**src/rtl/fracsec_tracker.sv**
```systemverilog
// Second-boundary tracker for a free-running 64-bit fractional-second count:
// PPS pulse, whole-seconds counter, handshaked time snapshot and stall flags.
module fracsec_tracker #(
  parameter int SECW   = 32,
  parameter int MAXGAP = 16
) (
  input  logic            i_clk,
  input  logic            i_reset,
  input  logic            i_sync,
  input  logic [63:0]     i_frac,
  input  logic            i_snap_req,
  input  logic            i_snap_ack,
  input  logic            i_clr_lost,
  output logic            o_pps,
  output logic [SECW-1:0] o_seconds,
  output logic            o_snap_valid,
  output logic [SECW-1:0] o_snap_sec,
  output logic [63:0]     o_snap_frac,
  output logic            o_lost,
  output logic            o_overrun
);

  localparam logic [7:0] GAP_MAX  = 8'(MAXGAP);
  localparam logic [7:0] GAP_LAST = 8'(MAXGAP - 1);

  typedef enum logic [1:0] {
    SNAP_IDLE,
    SNAP_ARMED,
    SNAP_HOLD
  } snap_state_t;

  function automatic logic [7:0] gap_sat_inc(input logic [7:0] v);
    return (v >= GAP_MAX) ? GAP_MAX : v + 8'd1;
  endfunction

  function automatic logic [SECW-1:0] sec_step(input logic [SECW-1:0] s, input logic inc);
    return s + SECW'(inc);
  endfunction

  snap_state_t     state, state_nxt;
  logic [63:0]     r_last;
  logic            r_primed;
  logic [7:0]      gap;
  logic            wrap;
  logic [SECW-1:0] sec_next;
  logic            capture;
  logic            overrun_set;
  logic            lost_set;

  // Wrap is a strict unsigned decrease between consecutive samples.
  always_comb begin
    wrap     = i_sync && r_primed && (i_frac < r_last);
    sec_next = sec_step(o_seconds, wrap);
    lost_set = r_primed && !i_sync && (gap == GAP_LAST);
  end

  always_ff @(posedge i_clk or posedge i_reset) begin
    if (i_reset) begin
      r_last    <= '0;
      r_primed  <= 1'b0;
      gap       <= '0;
      o_seconds <= '0;
      o_pps     <= 1'b0;
    end else begin
      o_pps     <= wrap;
      o_seconds <= sec_next;
      if (i_sync) begin
        r_last   <= i_frac;
        r_primed <= 1'b1;
        gap      <= '0;
      end else if (r_primed) begin
        gap <= gap_sat_inc(gap);
      end
    end
  end

  // Snapshot sequencing: a request arms, the next sync captures, ack releases.
  always_comb begin
    state_nxt   = state;
    capture     = 1'b0;
    overrun_set = 1'b0;
    case (state)
      SNAP_IDLE: begin
        if (i_snap_req) state_nxt = SNAP_ARMED;
      end
      SNAP_ARMED: begin
        if (i_sync) begin
          capture   = 1'b1;
          state_nxt = SNAP_HOLD;
        end
      end
      SNAP_HOLD: begin
        if (i_snap_ack) begin
          state_nxt = i_snap_req ? SNAP_ARMED : SNAP_IDLE;
        end else if (i_snap_req) begin
          overrun_set = 1'b1;
        end
      end
      default: state_nxt = SNAP_IDLE;
    endcase
  end

  always_ff @(posedge i_clk or posedge i_reset) begin
    if (i_reset) state <= SNAP_IDLE;
    else         state <= state_nxt;
  end

  assign o_snap_valid = (state == SNAP_HOLD);

  // Captured seconds include any increment produced by the capturing sample.
  always_ff @(posedge i_clk or posedge i_reset) begin
    if (i_reset) begin
      o_snap_sec  <= '0;
      o_snap_frac <= '0;
    end else if (capture) begin
      o_snap_sec  <= sec_next;
      o_snap_frac <= i_frac;
    end
  end

  // Sticky flags: a set event in the same cycle as a clear wins.
  always_ff @(posedge i_clk or posedge i_reset) begin
    if (i_reset) begin
      o_lost    <= 1'b0;
      o_overrun <= 1'b0;
    end else begin
      o_lost    <= lost_set    | (o_lost    & ~i_clr_lost);
      o_overrun <= overrun_set | (o_overrun & ~i_clr_lost);
    end
  end

endmodule

```
**config.mk**
```make
export PLATFORM = sky130hd
export DESIGN_NAME = fracsec_tracker
export DESIGN_NICKNAME = d
export VERILOG_FILES = /design/src/rtl/fracsec_tracker.sv
export SDC_FILE = /design/constraint.sdc
export NUM_CORES = 1
export LEC_CHECK = 0
export BUFFER_PORTS_ARGS = -buffer_cell sky130_fd_sc_hd__buf_4
export CELL_PAD_IN_SITES_DETAIL_PLACEMENT = 0
export CELL_PAD_IN_SITES_GLOBAL_PLACEMENT = 1
export CORE_ASPECT_RATIO = 1.25
export CORE_MARGIN = 1
export CORE_UTILIZATION = 40
export DETAILED_ROUTE_END_ITERATION = 7
export GPL_ROUTABILITY_DRIVEN = 0
export PLACE_DENSITY_LB_ADDON = 0.1
export SYNTH_ARGS = -nofsm -noshare
export SYNTH_HDL_FRONTEND = slang
export SYNTH_SLANG_ARGS = --single-unit
```
**constraint.sdc**
```tcl
create_clock -name i_clk -period 8.45 [get_ports i_clk]
set_clock_uncertainty 0.1 [all_clocks]
set_input_delay 1.69 -clock i_clk [delete_from_list [all_inputs] [get_ports i_clk]]
set_output_delay 1.69 -clock i_clk [all_outputs]
set_load 0.005 [all_outputs]
```
======== Yosys cells after proc, flatten, opt, wreduce, memory -nomap -nowiden ========
Index checks and enable logic that the tools add are counted.
storage, ports and cells
  flip-flop bits (word level) ............. 206
  bits of input ports ..................... 70
  output and inout bits ................... 132
  word-level logic and storage cells ...... 46
cells by class
  add/subtract/negate cells ............... 2
  magnitude comparators ................... 2
  equality and inequality tests ........... 6
  multiplexer cells ....................... 13
  bitwise logic cells ..................... 5
  reductions and logical operators ........ 8
operators by type and width
  operator                                                           count
  < comparator 64 bit                                                1
  adder 32 x 1 -> 32 bit                                             1
  two-way mux 8 bit                                                  3
  adder 8 x 1 -> 8 bit, second input constant                        1
  == test 8 x 4 -> 1 bit, second input constant                      1
  greater-or-equal comparator 8 x 5 -> 1 bit, second input constant  1
  two-way mux 1 bit                                                  6
  two-way mux 2 bit                                                  3
  != test 2 bit, second input constant                               3
  case mux 2 bit (3 select lines)                                    1
  logical AND 1 bit                                                  4
  AND reduction 3 bit                                                1
  AND 1 bit                                                          2
  == test 2 x 1 -> 1 bit, second input constant                      1
  == test 2 bit, second input constant                               1
  logical NOT 2 bit                                                  1
  OR 1 bit                                                           2
  nonzero test 2 bit                                                 1
  logical NOT 1 bit                                                  1
  NOT 1 bit                                                          1

======== Longest topological paths before layout ========
  depth in word-level cells ............... 4
  gate-level depth with buffers ........... 16
  depth with buffers taken out ............ 16

======== Worst setup path before layout ========
No wires, ideal clock.
  kind .................................... input-to-reg
  start point ............................. input i_frac[63]
  end point ............................... register o_snap_sec[28]
  data arrival time ....................... 4444 ps
  required time ........................... 8225 ps
  slack ................................... 3781 ps
  stages on the path ...................... 15
  buffers on the path ..................... 0
  cell sequence ........................... ha_1 > nand4_1 > or4_1 > nor3_1 > nand3_1 > a31oi_1 > nor3_1 > ha_1 > ha_1 > and2_1 > nand4_2 > or2_1 > nor3_2 > xor2_1 > mux2_2
between the ends
  word-level cells in the longest chain between the ends .. 3
ends and longest elaborated chain
  element                 RTL line  source
  start, declared         10        input logic [63:0] i_frac,
  < comparator 64 bit     52        wrap = i_sync && r_primed && (i_frac < r_last);
  logical AND 1 bit       52
  named net wrap          44        logic wrap;
  adder 32 x 1 -> 32 bit  37        return s + SECW'(inc);
  named net sec_next[28]  45        logic [SECW-1:0] sec_next;
  end signal, assigned    116       o_snap_sec <= sec_next;
  end, declared           17        output logic [SECW-1:0] o_snap_sec,
The timed path passes the listed nets, and every way through them passes these cells.
A chain may end at the register's enable or synchronous reset.

======== Worst setup path in the final report ========
Same ends and word-level chain as after synthesis.

==> impl_metrics.yaml <==
status:
  status: "complete, but fails checks"
  violations: "design-rule violations"
die:
  die_w_um: 139
  die_area_um2: 24000
  die_h_um: 173
  ioPinCount: 202
  core_area_um2: 23000
  start_util: 0.407
  rows: 62
layout:
  final_nets: 1145
  stdcell_area_um2: 11900
  fillers: 2123
  stdcell_count: 1310
  diodes: 0
  utilization: 0.517
  final_cell_mix: "dfrtp_1 (206), buf_4 (204), mux2_2 (97)"
  area_growth_pct: 27.1
  drive_above_1_share: 0.341
  mostFrequentLayoutCell: "dfrtp_1"
placement:
  placed_area_um2: 11200
  dp_hpwl_um: 14300
  dp_cells: 1271
  io_buffer_count: 201
  pre_cts_ws_ns: 2.89
synthesis:
  synth_fa_ha_area_frac: 0.0898
  yosys.area_share.simple: 0.0953
  ys_warn_count: 0
  syn-num-nets: 941
  synth_ff_type: "dfrtp_1"
  synth-compound-area-share: 0.0754
  synth.distinct_cells: 42
  synthXorXnorAreaFrac: 0.0299
  synth_top_family_by_area: "multiplexers"
  synth-async-reset-ratio: 1.00
  synth_mux_area_frac: 0.117
  avgSynthCellArea_um2: 11.6
  yosysSeqAreaShare: 0.552
  synth-seq-cells: 206
  synth_enable_flop_cells: 0
  synthCells: 804
  syn_area_um2: 9340
sta:
  finalMaxSlewViolations: 0
  min_period_over_period: 0.584
  fin_ws_ns: 3.51
  rsz0062_at_grt: "no"
  fmax_mhz: 203
  fin_tns_setup_ns: 0
  setup_viol: 0
  relSlewSlack: 0.362
  hold_ws_ns: 0.382
  fin_crit_ns: 4.94
  hold_viol: 0
  max_slew.worst_pin.slew_ns: 0.958
cts:
  hold_buffers: 0
  path_clk_slew_ns: 0.06
  clock_path_buffers: 3
  cts_setup_buffers: 0
  htree_levels: 1
  cts-resized-gates: 0
  cts-root-buf: "clkbuf_16"
  cts_sinks: 206
  cts-buffers-inserted: 23
  cts_tree: "yes"
  insertion_delay_ns: 0.50
global_routing:
  grt_max_degree: 142
  grt_pass1_wl_um: 33600
  gr-total-overflow: 0
  grt_pass1_vias: 6529
  antenna_found_initial: 0
  track_usage: 0.173
flow_run:
  cap_violations: 0
power_and_ir_drop:
  p_clk_frac: 0.314
  ir_drop_v: 0.000180
  p_switching_mw: 0.803
  sw_frac_of_total: 0.264
  total_power_mw: 3.04
  p_int_mw: 2.24
  seqPwrFrac: 0.432
  p_per_area_nw_per_um2: 256
  leakage_nw: 6.02
  power_frac_comb: 0.254
route:
  vias: 6421
  first_pass_iters: 7
  drc_errors: 12
  drtIter0Drc: 253
  viasPerCell: 4.90
  routed_wl_um: 20300
  drtAntennaViolNets: 0
  wire_per_inst_um: 15.5
setup_path:
  rrSetupSlack_ns: 4.48
  path_class: "in2reg"
  cp-start-kind: "input pin"
  path_max_fanout: 4
  crit_required_ns: 8.73
  cp-end-kind: "flip-flop"
  crit_arrival_ns: 5.22
worst_hold_path:
  hold_path.class: "reg2reg"
==> worst max-delay path: stages <==
cell     delay, ns
buf_4         0.13
ha_1          0.32
nand4_1       0.13
or4_1         0.62
nor3_1        0.47
nand3_1       0.18
a31oi_1       0.22
nor3_1        0.09
ha_1          0.22
ha_1          0.20
and2_1        0.17
nand4_2       0.14
or2_1         0.16
nor3_2        0.06
xor2_1        0.15
mux2_2        0.27
==> final timing paths <==
| kind | end | cells past startpoint | from |
|---|---|---|---|
| hold reg to reg | gap[7] | 1 | gap[7] |
| min in group asynchronous | o_snap_frac[53] | 2 | i_reset |
| setup / recovery | o_snap_sec[28] | 16 | i_frac[63] |
| max in group asynchronous | gap[5] | 3 | i_reset |
| hold / removal | gap[7] | 1 | gap[7] |
| setup reg to reg | o_snap_sec[28] | 16 | r_last[63] |
==> per-layer routing <==
layer	up-vias	global-route usage	share of wire
li1	3157	-	-
met1	3093	0.227	0.44
met2	143	0.296	0.48
met3	28	0.0346	0.059
met4	0	0.0394	0.016
met5	-	0	0
==> area by class of cell <==
type | count | area, µm² | share of cell area
Multi-Input combinational cell | 498 | 3820 | 0.321
Clock inverter | 6 | 55.1 | 0.00464
Tap cell | 288 | 360 | 0.0304
Sequential cell | 206 | 5150 | 0.434
Inverter | 75 | 289 | 0.0243
Clock buffer | 33 | 663 | 0.0559
Timing Repair Buffer | 204 | 1530 | 0.129
==> sequential cells by signal (all words and copies together) (netlist names) <==
name	flops
o_snap_frac	64
o_pps	1
state	2
r_last	64
o_seconds	32
o_lost	1
o_snap_sec	32
r_primed	1
gap	8
o_overrun	1
==> cell usage after synthesis (all sizes together), types with 6 or more instances <==
cell / n / area [µm²]
dfrtp: 206 / 5150
mux2: 97 / 1090
nand2: 82 / 308
o21ai: 76 / 380
inv: 75 / 282
ha: 67 / 838
nand3: 23 / 128
a21oi: 21 / 105
nor2: 21 / 78.8
nand4: 19 / 138
clkbuf: 18 / 67.6
xor2: 16 / 148
xnor2: 15 / 131
a21o: 14 / 105
and3: 8 / 56.3
and2: 7 / 43.8
buf: 7 / 30.0
nor3: 6 / 35.0
==> power by group through the flow <==
stage / clock network, mW / registers (mW) / logic [mW]
2_1_floorplan: 0 / 1.33 / 0.357
3_3_place_gp: 0 / 1.32 / 0.782
3_5_place_dp: 0 / 1.33 / 0.788
4_1_cts: 0.992 / 1.31 / 0.791
5_1_grt: 1.03 / 1.34 / 0.852
6_report: 0.955 / 1.31 / 0.773
==> cell families (layout without fill, tap and decap cells) <==
kind of cell               Yosys count  after routing
DFF                                206            206
adders and majority gates           67             67
muxes                               97             97
buffers and inverters              100            318
AOI/OAI and AO/OA                  126            126
and+or+nand+nor                    177            177
xor gates and xnor gates            31             31
(Power assumes the default switching activity.)
